<file path="src/rtl/rtc_evt_pkg.sv">
// Shared types for the RTC event logger: timestamp widths and the stored entry format.
// The entry carries an 8-bit sequence number only when RTC_EVT_LOG_SEQ_EN is defined.
package rtc_evt_pkg;

  localparam int unsigned RTC_DATE_W  = 32;
  localparam int unsigned RTC_CLOCK_W = 22;
  localparam int unsigned SEQ_W       = 8;

  typedef struct packed {
`ifdef RTC_EVT_LOG_SEQ_EN
    logic [SEQ_W-1:0]       seq;
`endif
    logic [RTC_DATE_W-1:0]  date;
    logic [RTC_CLOCK_W-1:0] clock;
  } rtc_ts_t;

endpackage

</file>
<file path="src/rtl/rtc_evt_fifo.sv">
// Synchronous FIFO of rtc_ts_t entries with wrapping pointers and a separate occupancy count.
// A push while full is accepted only when a pop frees a slot in the same cycle.
module rtc_evt_fifo
  import rtc_evt_pkg::*;
#(
  parameter  int unsigned DEPTH = 4,
  localparam int unsigned CNT_W = $clog2(DEPTH + 1),
  localparam int unsigned PTR_W = $clog2(DEPTH)
) (
  input  logic             clk_i,
  input  logic             rstn_i,
  input  logic             push_i,
  input  logic             pop_i,
  input  rtc_ts_t          wdata_i,
  output rtc_ts_t          rdata_o,
  output logic             full_o,
  output logic             empty_o,
  output logic [CNT_W-1:0] count_o
);

  rtc_ts_t          mem [DEPTH];
  logic [PTR_W-1:0] wr_ptr;
  logic [PTR_W-1:0] rd_ptr;
  logic [CNT_W-1:0] count_q;
  logic             do_push;
  logic             do_pop;

  assign full_o  = (count_q == CNT_W'(DEPTH));
  assign empty_o = (count_q == '0);
  assign do_pop  = pop_i & ~empty_o;
  assign do_push = push_i & (~full_o | do_pop);

  always_ff @(posedge clk_i) begin
    if (!rstn_i) begin
      wr_ptr  <= '0;
      rd_ptr  <= '0;
      count_q <= '0;
    end else begin
      if (do_push) wr_ptr <= wr_ptr + PTR_W'(1);
      if (do_pop)  rd_ptr <= rd_ptr + PTR_W'(1);
      count_q <= count_q + CNT_W'(do_push) - CNT_W'(do_pop);
    end
  end

  // Storage needs no reset: the read side is qualified by the occupancy count.
  always_ff @(posedge clk_i) begin
    if (do_push) mem[wr_ptr] <= wdata_i;
  end

  assign rdata_o = mem[rd_ptr];
  assign count_o = count_q;

endmodule

</file>
<file path="src/rtl/rtc_evt_log.sv">
// Timestamped RTC event logger: edge-detects event_i, queues {date, clock}, flags drops, raises irq.
// Define RTC_EVT_LOG_SEQ_EN to add an 8-bit per-event sequence number and the seq_o port.
module rtc_evt_log
  import rtc_evt_pkg::*;
#(
  parameter  int unsigned DEPTH = 4,
  localparam int unsigned CNT_W = $clog2(DEPTH + 1)
) (
  input  logic                   clk_i,
  input  logic                   rstn_i,
  input  logic                   event_i,
  input  logic [RTC_DATE_W-1:0]  date_i,
  input  logic [RTC_CLOCK_W-1:0] clock_i,
  input  logic                   irq_enable_i,
  input  logic                   pop_i,
  input  logic                   clear_overflow_i,
  output logic                   valid_o,
  output logic [RTC_DATE_W-1:0]  ts_date_o,
  output logic [RTC_CLOCK_W-1:0] ts_clock_o,
  output logic [CNT_W-1:0]       count_o,
  output logic                   overflow_o,
`ifdef RTC_EVT_LOG_SEQ_EN
  output logic [SEQ_W-1:0]       seq_o,
`endif
  output logic                   irq_o
);

  logic             evt_q;
  logic             push;
  logic             drop;
  logic             full;
  logic             empty;
  logic             overflow_q;
  logic             irq_q;
  logic [CNT_W-1:0] count;
  rtc_ts_t          wdata;
  rtc_ts_t          head;

  assign push = event_i & ~evt_q;
  // A full FIFO only loses the push when no pop frees a slot in the same cycle.
  assign drop = push & full & ~pop_i;

`ifdef RTC_EVT_LOG_SEQ_EN
  logic [SEQ_W-1:0] seq_q;

  always_ff @(posedge clk_i) begin
    if (!rstn_i)   seq_q <= '0;
    else if (push) seq_q <= seq_q + SEQ_W'(1);
  end
`endif

  always_comb begin
    wdata       = '0;
    wdata.date  = date_i;
    wdata.clock = clock_i;
`ifdef RTC_EVT_LOG_SEQ_EN
    wdata.seq   = seq_q;
`endif
  end

  always_ff @(posedge clk_i) begin
    if (!rstn_i) begin
      evt_q      <= 1'b0;
      overflow_q <= 1'b0;
      irq_q      <= 1'b0;
    end else begin
      evt_q <= event_i;
      if (drop)                  overflow_q <= 1'b1;
      else if (clear_overflow_i) overflow_q <= 1'b0;
      irq_q <= irq_enable_i & ((count != '0) | overflow_q);
    end
  end

  rtc_evt_fifo #(.DEPTH(DEPTH)) u_fifo (
    .clk_i   (clk_i),
    .rstn_i  (rstn_i),
    .push_i  (push),
    .pop_i   (pop_i),
    .wdata_i (wdata),
    .rdata_o (head),
    .full_o  (full),
    .empty_o (empty),
    .count_o (count)
  );

  assign valid_o    = ~empty;
  assign ts_date_o  = empty ? '0 : head.date;
  assign ts_clock_o = empty ? '0 : head.clock;
  assign count_o    = count;
  assign overflow_o = overflow_q;
  assign irq_o      = irq_q;
`ifdef RTC_EVT_LOG_SEQ_EN
  assign seq_o      = empty ? '0 : head.seq;
`endif

endmodule

</file>
<file path="config.mk">
export PLATFORM = sky130hd
export DESIGN_NAME = rtc_evt_log
export DESIGN_NICKNAME = d
export VERILOG_FILES = /design/src/rtl/rtc_evt_pkg.sv /design/src/rtl/rtc_evt_fifo.sv /design/src/rtl/rtc_evt_log.sv
export SDC_FILE = /design/constraint.sdc
export NUM_CORES = 1
export LEC_CHECK = 0
export ABC_CLOCK_PERIOD_IN_PS = 5900
export BUFFER_PORTS_ARGS = -buffer_cell sky130_fd_sc_hd__buf_2
export CORE_UTILIZATION = 54
export CTS_CLUSTER_SIZE = 30
export DETAILED_ROUTE_END_ITERATION = 8
export PLACE_DENSITY = 0.81
export SLEW_MARGIN = 15
export SYNTH_ARGS = -nofsm -noshare
export SYNTH_HDL_FRONTEND = slang
export SYNTH_SLANG_ARGS = --single-unit
</file>
<file path="constraint.sdc">
create_clock -name clk_i -period 5.9 [get_ports clk_i]
set_clock_uncertainty 0.1 [all_clocks]
set_input_delay 0.885 -clock clk_i [delete_from_list [all_inputs] [get_ports clk_i]]
set_output_delay 0.885 -clock clk_i [all_outputs]
set_load 0.005 [all_outputs]
</file>
---- After elaboration in Yosys (flattened, before gate mapping) ----
Memories as Yosys holds them, arrays and structs flattened. A register that Yosys moved wholly into a read port is not among the register bits.
Cells that the tools add are included.
storage, ports and cells
  register bits ........................... 10
  latch bits .............................. 0
  RAM bits ................................ 216
  memory bits (read-only) ................. 0
  input bits .............................. 60
  output and inout port bits .............. 60
  memories kept ........................... 1
memories
  name        words  width  rd ports  clocked after Yosys merged registers in  wr ports  line                source
  u_fifo.mem  4      54     1         1                                        1         rtc_evt_fifo.sv:21  rtc_ts_t mem [DEPTH];
operators by class
  add/sub/neg operators ................... 4
  $mul .................................... 0
  divide/modulo/power cells ............... 0
  $lt $le $gt $ge ......................... 0
  eq/ne operators ......................... 1
  shift operators ......................... 0
  muxes and demuxes ....................... 8
  bitwise gates (word level) .............. 12
  reduce and logical (&&, ||, !) cells .... 3
operator list
  kind                   number
  $mux W32               1
  $mux W22               1
  $and A1 B1 Y1          6
  $add A2 B1 Y2 const B  2
  $mux W1                4
  $mux W2                2
  $not A1 Y1             4
  $add A3 B1 Y3          1
  $eq A3 B3 Y1 const B   1
  $logic_not A3 Y1       1
  $reduce_bool A3 Y1     1
  $sub A3 B1 Y3          1
  $or A1 B1 Y1           2
  $reduce_bool A2 Y1     1

---- Logic depth before layout (Yosys ltp) ----
  word-level depth ........................ 7
  gate-level depth with buffers ........... 10
  depth with buffers taken out ............ 10

---- Hierarchy ----
A second synthesis with hierarchy kept.
second synthesis, totals
  cells, all modules ...................... 401
  area total of the unflattened synthesis .. 8958.6 um^2
modules (own cells, without submodules)
  module        instances  cells each  area an instance (um^2)
  rtc_evt_fifo  1          329         8324.2
  rtc_evt_log   1          72          634.4

---- Worst setup path after synthesis ----
No wires, ideal clock.
  path kind ............................... input to register
  from .................................... input port pop_i
  to ...................................... memory u_fifo.mem[0][0] (netlist bit), enable pin
  setup time .............................. 417 ps
  arrival ................................. 2630 ps
  data required time ...................... 5383 ps
  setup slack ............................. 2753 ps
  stages .................................. 3
  buffers on the path ..................... 0
  cells stage by stage .................... nor4b_1 > nor3b_2 > and2_1
between the ends
  word-level cells in the longest chain between the ends .. 5
RTL lines
  item                           line                source
  start, declared                rtc_evt_log.sv:15   input logic pop_i,
  $and A1 B1 Y1                  rtc_evt_fifo.sv:30  assign do_pop = pop_i & ~empty_o;
  $or A1 B1 Y1                   rtc_evt_fifo.sv:31  assign do_push = push_i & (~full_o | do_pop);
  $and A1 B1 Y1                  rtc_evt_fifo.sv:31
  named net u_fifo.do_push       rtc_evt_fifo.sv:25  logic do_push;
  $mux W1                        rtc_evt_fifo.sv:47  if (do_push) mem[wr_ptr] <= wdata_i;
  $mux W1 (implied by the code)  rtc_evt_fifo.sv:47
  end, declared                  rtc_evt_fifo.sv:21
The timed path passes the listed nets, and every way through them passes these cells.

==> flow_metrics.py <==
metrics = {
    "global_route": {
        "grt_pass1_wl_um": 23400,
        "grt_max_degree": 59,
        "grtUsageTotal_pct": 19.0,
        "grt_overflow": 0,
        "met3_usage_pct": 4.75,
        "antenna_found_initial": 2,
        "grt_pass1_vias": 4255,
        "grt.busiest_layer": "met2",
        "global_route.usage.met2_pct": 32.3,
        "met1_usage_pct": 24.7,
    },
    "timing": {
        "fmax_mhz": 271,
        "tns_ns": 0,
        "setup_ws_ns": 2.22,
        "fin_crit_sh_pct": 62.4,
        "slew_headroom_pct": 36.1,
        "finalHoldViolations": 0,
        "tightest_slew_ns": 0.958,
        "rsz0062_at_grt": "no",
        "period_minus_slack_ns": 3.68,
        "slew_viol_final": 0,
        "setup_viol": 0,
    },
    "drt": {
        "routedWlPerCell_um": 20.0,
        "via_per_inst": 5.48,
        "drc": 0,
        "vias": 4184,
        "ant_nets": 0,
        "drt_iter0_drc": 306,
        "drt-total-wl_um": 15300,
        "dr.pass1.iters": 5,
    },
    "floorplan": {
        "ios": 120,
        "fp.dieH_um": 130,
        "start_util_pct": 55.3,
        "design.core.area_um2": 15900,
        "rows": 46,
        "dieWidth_um": 130,
        "die_area_um2": 16800,
    },
    "pwr": {
        "peakVddDrop_v": 0.000296,
        "power.leakage_nw": 3.58,
        "p_total_mw": 4.30,
        "power-per-cell-area_nw_per_um2": 419,
    },
    "hold_path": {
        "min_from": "u_fifo.rd_ptr[0]$_SDFFE_PN0P_",
        "hold_path.class": "register to register",
    },
    "finish": {
        "nets": 596,
        "final_cell_area_um2": 10300,
        "drive_gt1_share_pct": 39.9,
        "utilization_pct": 64.7,
        "area_growth_pct": 16.8,
        "fillCellCount": 1093,
    },
    "clocking": {
        "clkLatencyLatePin_ns": 0.50,
        "htree_num_levels": 1,
        "cts_made_buffers": 23,
        "cts_max_path_buffers": 3,
        "holdBufCountCts": 0,
        "cts_tree": "done",
        "clkTransAtPathRegs_ns": 0.06,
        "cts_setup_buffers": 0,
        "cts_resized": 0,
        "cts-root-buf": "clkbuf_16",
        "cts_sinks": 228,
    },
    "worst_setup_path": {
        "path_max_fanout": 28,
        "arrival_ns": 2.70,
        "required_ns": 4.91,
        "critical_path_class": "register to output pin",
        "end_kind": "output pin",
        "timing.rr.start": "u_fifo.count_o[1]$_SDFF_PN0_",
        "cp-start-kind": "register",
    },
    "synth": {
        "netlist_area_um2": 8790,
        "avgSynthCellArea_um2": 22.1,
        "syn_nets": 465,
        "ys_ff_latch": 228,
        "ys_warn_count": 0,
        "syn_inst": 398,
        "yosysSeqAreaShare_pct": 76.5,
        "synth.distinct_cells": 26,
    },
    "place": {
        "portBuffers": 119,
        "dpl_worst_slack_ns": 2.64,
        "place.gp.congestion": 0.733,
        "hpwl_um": 9160,
        "dpl-instance-area_um2": 9550,
    },
    "job": {
        "max-cap-violations": 0,
    },
    "outcome": {
        "outcome": "completed",
    },
}
==> critical path, cell delays in order, from the launching register on <==
cell	delay, ns
dfxtp_4	0.69
buf_4	0.57
mux4_1	0.62
and2_1	0.17
buf_2	0.12
==> cells by family after synthesis <==
| group | share of synthesized area [%] |
|---|---|
| AOI/OAI and AO/OA | 0.413 |
| xor gates and xnor gates | 0.299 |
| adders and majority gates | 1.08 |
| buffers and inverters | 2.12 |
| DFF | 76.5 |
| muxes | 14.2 |
| and+or+nand+nor | 5.34 |
==> through the flow <==
step,std cells,hold slack (ns)
floorplan,398,0.357
global placement,720,0.372
detailed placement,720,0.388
CTS,762,0.397
global route,762,0.423
finish,763,0.393
==> cell usage after synthesis (all sizes together) <==
library cell | number | area share (%)
inv | 5 | 0.21
nor3b | 1 | 0.14
nand2b | 1 | 0.071
and2 | 63 | 4.5
nand3b | 1 | 0.085
nor2b | 1 | 0.071
xnor2 | 3 | 0.30
nor4b | 1 | 0.10
o21ai | 2 | 0.11
mux2i | 2 | 0.23
fa | 1 | 0.23
clkbuf | 7 | 0.30
buf | 12 | 1.6
o211a | 1 | 0.11
mux4 | 54 | 14
o311ai | 1 | 0.10
nand2 | 5 | 0.21
nand4b | 1 | 0.10
edfxtp | 216 | 74
or3 | 1 | 0.071
ha | 6 | 0.85
a21boi | 1 | 0.085
dfxtp | 12 | 2.7
==> layer usage <==
layer / up-vias / wire length, um
li1: 1867 / -
met1: 2147 / 6390
met3: 30 / 938
met5: - / 12
met4: 2 / 309
met2: 138 / 7610
==> final timing paths <==
check	to	slack (ns)	depth (start not counted)
min	u_fifo.rd_ptr[0]$_SDFFE_PN0P_	0.39	2
min reg2reg	u_fifo.rd_ptr[0]$_SDFFE_PN0P_	0.39	2
max	ts_date_o[0]	2.22	4
max reg2reg	u_fifo.count_o[2]$_SDFF_PN0_	2.69	10
==> final cells by class <==
cell class / count / area (um^2) / area share [%]
tap: 216 / 270 / 2.63
antenna: 1 / 2.50 / 0.0244
timing repair buffer: 125 / 641 / 6.24
inverter: 5 / 18.8 / 0.183
clock buffer: 32 / 672 / 6.54
sequential: 228 / 6730 / 65.5
multi-input combinational: 146 / 1880 / 18.3
clock inverter: 10 / 51.3 / 0.499
==> where the power goes <==
part           total, mW  switching (mW)  internal [mW]
registers           1.97          0.0834           1.89
clock network       1.36           0.567          0.796
logic              0.967           0.454          0.513
total               4.30            1.11           3.19
==> flip-flops by register name, summed over array words and instances (netlist names), named ones only <==
register        count
evt_q               1
irq_o               1
overflow_o          1
u_fifo.count_o      3
u_fifo.mem        216
u_fifo.rd_ptr       2
u_fifo.wr_ptr       2
==> cells in the final DEF (no fill, tap or decap), drive strengths merged, types with 3 or more instances in the layout <==
cell type / count
and2: 63
buf: 125
clkbuf: 32
clkinv: 9
dfxtp: 12
edfxtp: 216
ha: 6
inv: 6
mux4: 54
nand2: 5
xnor2: 3
Power figures use the tool's default switching activity.
